--- src/rtl/seg_scan_ctrl.sv ---
// =============================================================================
// seg_scan_ctrl : double-buffered, blanked-gap scan controller for a
//                 common-anode multiplexed seven-segment display.
// Optional feature macro: SEG_LEADING_ZERO_SUPPRESS_EN
// Revision      : 1.0
// =============================================================================
`default_nettype none

module seg_scan_ctrl #(
  parameter int DIGITS       = 4,
  parameter int REFRESH_DIV  = 100000,
  parameter int BLANK_CYCLES = 1000
) (
  input  logic                  clk,
  input  logic                  rst_n,
  input  logic                  load,
  input  logic [4*DIGITS-1:0]   value,
  input  logic [DIGITS-1:0]     dp_in,
  input  logic [DIGITS-1:0]     blank_mask,
  output logic [DIGITS-1:0]     an,
  output logic [3:0]            digit,
  output logic                  dp_n,
  output logic                  frame_done,
  output logic                  pending
);

  localparam int CW = (REFRESH_DIV > 1) ? $clog2(REFRESH_DIV) : 1;
  localparam int IW = (DIGITS > 1) ? $clog2(DIGITS) : 1;
  localparam logic [CW-1:0] CNT_LAST      = CW'(REFRESH_DIV - 1);
  localparam logic [CW-1:0] CNT_BLANK_END = CW'(BLANK_CYCLES);
  localparam logic [IW-1:0] IDX_LAST      = IW'(DIGITS - 1);

  typedef enum logic [0:0] {
    ST_BLANK = 1'b0,
    ST_DRIVE = 1'b1
  } state_t;

  state_t                state_q, state_d;
  logic [CW-1:0]         cnt_q, cnt_d;
  logic [IW-1:0]         idx_q, idx_d;
  logic [4*DIGITS-1:0]   shd_val_q, shd_val_d, act_val_q, act_val_d;
  logic [DIGITS-1:0]     shd_dp_q, shd_dp_d, act_dp_q, act_dp_d;
  logic [DIGITS-1:0]     shd_mask_q, shd_mask_d, act_mask_q, act_mask_d;
  logic                  pending_q, pending_d;
  logic [DIGITS-1:0]     an_q, an_d;
  logic [3:0]            digit_q, digit_d;
  logic                  dp_n_q, dp_n_d;
  logic                  frame_done_q, frame_done_d;

  logic                  slot_end, frame_end, commit, drive_d;
  logic [DIGITS-1:0]     suppress, dark;
  logic                  lz_run;

  always_comb begin
    slot_end  = (cnt_q == CNT_LAST);
    frame_end = slot_end && (idx_q == IDX_LAST);
    cnt_d     = slot_end ? '0 : cnt_q + 1'b1;
    idx_d     = idx_q;
    if (slot_end) idx_d = (idx_q == IDX_LAST) ? '0 : idx_q + 1'b1;

    state_d = state_q;
    case (state_q)
      ST_BLANK: if (cnt_d == CNT_BLANK_END) state_d = ST_DRIVE;
      ST_DRIVE: if (slot_end)               state_d = ST_BLANK;
      default:                              state_d = ST_BLANK;
    endcase
    drive_d = (state_d == ST_DRIVE);

    // Commit uses the pre-load shadow; a coincident load stays pending.
    commit     = frame_end && pending_q;
    act_val_d  = commit ? shd_val_q  : act_val_q;
    act_dp_d   = commit ? shd_dp_q   : act_dp_q;
    act_mask_d = commit ? shd_mask_q : act_mask_q;
    shd_val_d  = load ? value      : shd_val_q;
    shd_dp_d   = load ? dp_in      : shd_dp_q;
    shd_mask_d = load ? blank_mask : shd_mask_q;
    pending_d  = load | (pending_q & ~commit);

    suppress = '0;
    lz_run   = 1'b1;
`ifdef SEG_LEADING_ZERO_SUPPRESS_EN
    for (int i = DIGITS - 1; i >= 1; i--) begin
      lz_run      = lz_run & (act_val_d[4*i +: 4] == 4'h0) & ~act_dp_d[i];
      suppress[i] = lz_run;
    end
`endif
    dark = act_mask_d | suppress;

    an_d         = '1;
    digit_d      = 4'h0;
    dp_n_d       = 1'b1;
    frame_done_d = frame_end;
    for (int i = 0; i < DIGITS; i++) begin
      if (idx_d == IW'(i)) begin
        digit_d = act_val_d[4*i +: 4];
        dp_n_d  = ~(drive_d & act_dp_d[i]);
        an_d[i] = ~(drive_d & ~dark[i]);
      end
    end
  end

  always_ff @(posedge clk or negedge rst_n) begin
    if (!rst_n) begin
      state_q      <= ST_BLANK;
      cnt_q        <= '0;
      idx_q        <= '0;
      shd_val_q    <= '0;
      shd_dp_q     <= '0;
      shd_mask_q   <= '0;
      act_val_q    <= '0;
      act_dp_q     <= '0;
      act_mask_q   <= '0;
      pending_q    <= 1'b0;
      an_q         <= '1;
      digit_q      <= 4'h0;
      dp_n_q       <= 1'b1;
      frame_done_q <= 1'b0;
    end else begin
      state_q      <= state_d;
      cnt_q        <= cnt_d;
      idx_q        <= idx_d;
      shd_val_q    <= shd_val_d;
      shd_dp_q     <= shd_dp_d;
      shd_mask_q   <= shd_mask_d;
      act_val_q    <= act_val_d;
      act_dp_q     <= act_dp_d;
      act_mask_q   <= act_mask_d;
      pending_q    <= pending_d;
      an_q         <= an_d;
      digit_q      <= digit_d;
      dp_n_q       <= dp_n_d;
      frame_done_q <= frame_done_d;
    end
  end

  assign an         = an_q;
  assign digit      = digit_q;
  assign dp_n       = dp_n_q;
  assign frame_done = frame_done_q;
  assign pending    = pending_q;

endmodule

`default_nettype wire

--- config.mk ---
export PLATFORM = sky130hd
export DESIGN_NAME = seg_scan_ctrl
export DESIGN_NICKNAME = d
export VERILOG_FILES = /design/src/rtl/seg_scan_ctrl.sv
export SDC_FILE = /design/constraint.sdc
export NUM_CORES = 1
export LEC_CHECK = 0
export ABC_AREA = 1
export CAP_MARGIN = 20
export CORE_MARGIN = 2
export CORE_UTILIZATION = 45
export CTS_BUF_LIST = sky130_fd_sc_hd__clkbuf_2
export DETAILED_ROUTE_END_ITERATION = 16
export HOLD_SLACK_MARGIN = 0.02
export PLACE_DENSITY = 0.74
export SETUP_SLACK_MARGIN = 0.05
export SLEW_MARGIN = 20
export SYNTH_ARGS = -nofsm -noshare
export SYNTH_HDL_FRONTEND = slang
export SYNTH_SLANG_ARGS = --single-unit
--- constraint.sdc ---
create_clock -name clk -period 5.35 [get_ports clk]
set_clock_uncertainty 0.15 [all_clocks]
set_input_delay 0.8025 -clock clk [delete_from_list [all_inputs] [get_ports clk]]
set_output_delay 0.8025 -clock clk [all_outputs]
set_load 0.005 [all_outputs]
==> impl_metrics.toml <==
[die]
die_h_um = 92.8
die_area_mm2 = 0.00862
start_util_pct = 46.2
die_x_um = 92.8
ios = 38
rows = 32
core_area_mm2 = 0.00769

[sta]
maxSlewViolCount = 0
setup_viol = 0
setup_ws_ns = 2.70
fmax_ghz = 0.377
min_period_ns = 2.65
fin_setup_tns_ns = 0
rsz0062_at_grt = "false"
finalHoldViolations = 0
tightest_slew_ns = 0.961
slew_headroom_pct = 35.9
hold_ws_ns = 0.217
period_share_pct = 49.6

[cells_and_area]
nFillCells = 733
stdcell_count = 558
reg_top3 = "cnt_q (17), act_val_q (16), shd_val_q (16)"
top_register = "cnt_q"
regArea_mm2 = 0.00198
antenna_cells = 0
syn_to_final_growth_pct = 15.3
multi_input_area_mm2 = 0.00128
drive_gt1_share_pct = 11.6
largest_reg_flops = 17
nNetsFinal = 480

[global_route]
grt-ovfl-total = 0
grt_pass1_vias = 2588
globalRouteMet1Util_pct = 21.9
use_met2_pct = 29.1
gr-usage-all-layers_pct = 17.3
use_met3_pct = 3.99
top_usage_layer = "met2"
antenna_found_initial = 0
grt_max_degree = 80
grt_pass1_wl_mm = 11.7

[power]
leakage_nw = 2.00
ir_drop_mv = 0.135
power_density_mw_per_mm2 = 240

[routing]
wl_per_cell_um = 11.9
drt_iter0_drc = 105
num_vias = 2693
ant_nets = 0
wl_mm = 6.62
post_drt_via_cell_ratio = 4.83
drc_errors = 0
first_pass_iters = 4

[logic_synthesis]
syn-instance-count = 412
synth_warnings = 0
synth_nets = 441
synth_area_per_cell_um2 = 8.62
ys_seq_elements = 79
synth_cell_types = 27
synth-seq-area-share_pct = 55.8
syn_area_mm2 = 0.00355

[worst_hold_path]
hp-class = "primary input to async pin"

[critical_path]
cp_max_fo = 48
worstPathArrival_ns = 2.97
critPathKind = "flop to flop"
worst_ep_required_time_ns = 5.67
start_kind = "flop"
end_kind = "flop"

[clock_network]
cts_tree = "built"
cts-root-buf = "clkbuf_2"
numCtsBuffers = 9
clk_latency_ns = 0.52
hold_buffers = 0
clockBufferDepth = 2
path_clk_slew_ns = 0.25
ctsHtreeMaxLevel = 3
ctsResizeCount = 0
cts_setup_buffers = 0
clock_sink_count = 79

[place]
portBuffers = 37
dp_cells = 542
gp_congestion = 0.924
post-dp-hpwl_mm = 4.78
pre_cts_slack_ns = 2.74

[job]
maxCapViolCount = 0

[outcome]
status = "finished clean"
[critical path, stage by stage (launching register included)]
cell,delay (ns)
dfrtp_1,0.46
ha_1,0.22
nand4_1,0.12
nor2_1,0.13
nand2_2,0.13
nor2_4,0.13
nand2_2,0.51
o21ai_1,0.37
nand2_1,0.10
o21ai_1,0.09
nand2_1,0.07
nand2_1,0.05
nand3_1,0.07
[final timing paths]
check,start,to,slack [ns],cells after the start
setup / recovery,cnt_q[0],dp_n,2.70,12
hold / removal,rst_n,cnt_q[14],0.22,1
setup reg to reg,cnt_q[0],dp_n,2.70,12
hold reg to reg,act_mask_q[3],act_mask_q[3],0.35,2
max in group asynchronous,rst_n,digit[2],4.17,1
min in group clk,act_mask_q[3],act_mask_q[3],0.35,2
[final cells by class]
class,count,area share [%]
Sequential cell,79,48.4
Multi-Input combinational cell,264,31.2
Timing Repair Buffer,38,9.17
Inverter,59,5.41
Tap cell,102,3.12
Clock inverter,7,1.53
Clock buffer,9,1.10
[cells in the mapped netlist, drive strengths merged]
| cell type | number | area, um2 |
|---|---|---|
| ha | 2 | 25.0 |
| and2 | 1 | 6.26 |
| nand3b | 2 | 15.0 |
| nand4 | 10 | 62.6 |
| buf | 5 | 50.0 |
| mux2 | 1 | 11.3 |
| dfstp | 5 | 131 |
| nand3 | 16 | 85.1 |
| nor2 | 45 | 213 |
| o21bai | 3 | 22.5 |
| clkinv | 1 | 3.75 |
| o21ai | 55 | 324 |
| nand2 | 127 | 497 |
| xor2 | 2 | 17.5 |
| inv | 58 | 218 |
| dfrtp | 74 | 1850 |
| clkbuf | 5 | 18.8 |
[cells by family after synthesis]
| family | synth area share (%) |
|---|---|
| flops | 55.8 |
| fa+ha+maj | 0.704 |
| compound gates | 9.76 |
| xor+xnor | 0.493 |
| buf+inv | 8.17 |
| mux | 0.317 |
| simple gates | 24.7 |
[layer usage]
layer	routed length, um	part of all wire [%]	vias up
li1	-	-	1372
met1	3040	46	1270
met2	3280	50	42
met3	207	3.1	9
met4	85	1.3	0
met5	0	0	-
[report_power, final]
| part | internal, mW | total [mW] | switching, mW | leakage, nW |
|---|---|---|---|---|
| logic | 0.0245 | 0.0572 | 0.0327 | 0.910 |
| clock network | 0.0749 | 0.309 | 0.234 | 0.0715 |
| registers | 0.614 | 0.619 | 0.00411 | 1.02 |
[layout by cell type, fill, tap and decap left out, drive strengths merged, types with 5 or more instances in the layout]
cell type,n
dfrtp,74
clkdlybuf4s50,36
clkbuf,9
inv,64
nor2,45
dfstp,5
o21ai,55
nand2,127
nand3,16
nand4,10
[metrics by stage]
step / utilization, % / area, um2 / total power [mW]
6_report: 53.3 / 4090 / 0.985
2_1_floorplan: - / 3550 / 0.650
3_5_place_dp: 51.9 / 3990 / 0.687
5_1_grt: 53.3 / 4090 / 1.04
4_1_cts: 53.3 / 4090 / 0.995
3_3_place_gp: 51.9 / 3990 / 0.685
(Power assumes the default switching activity.)
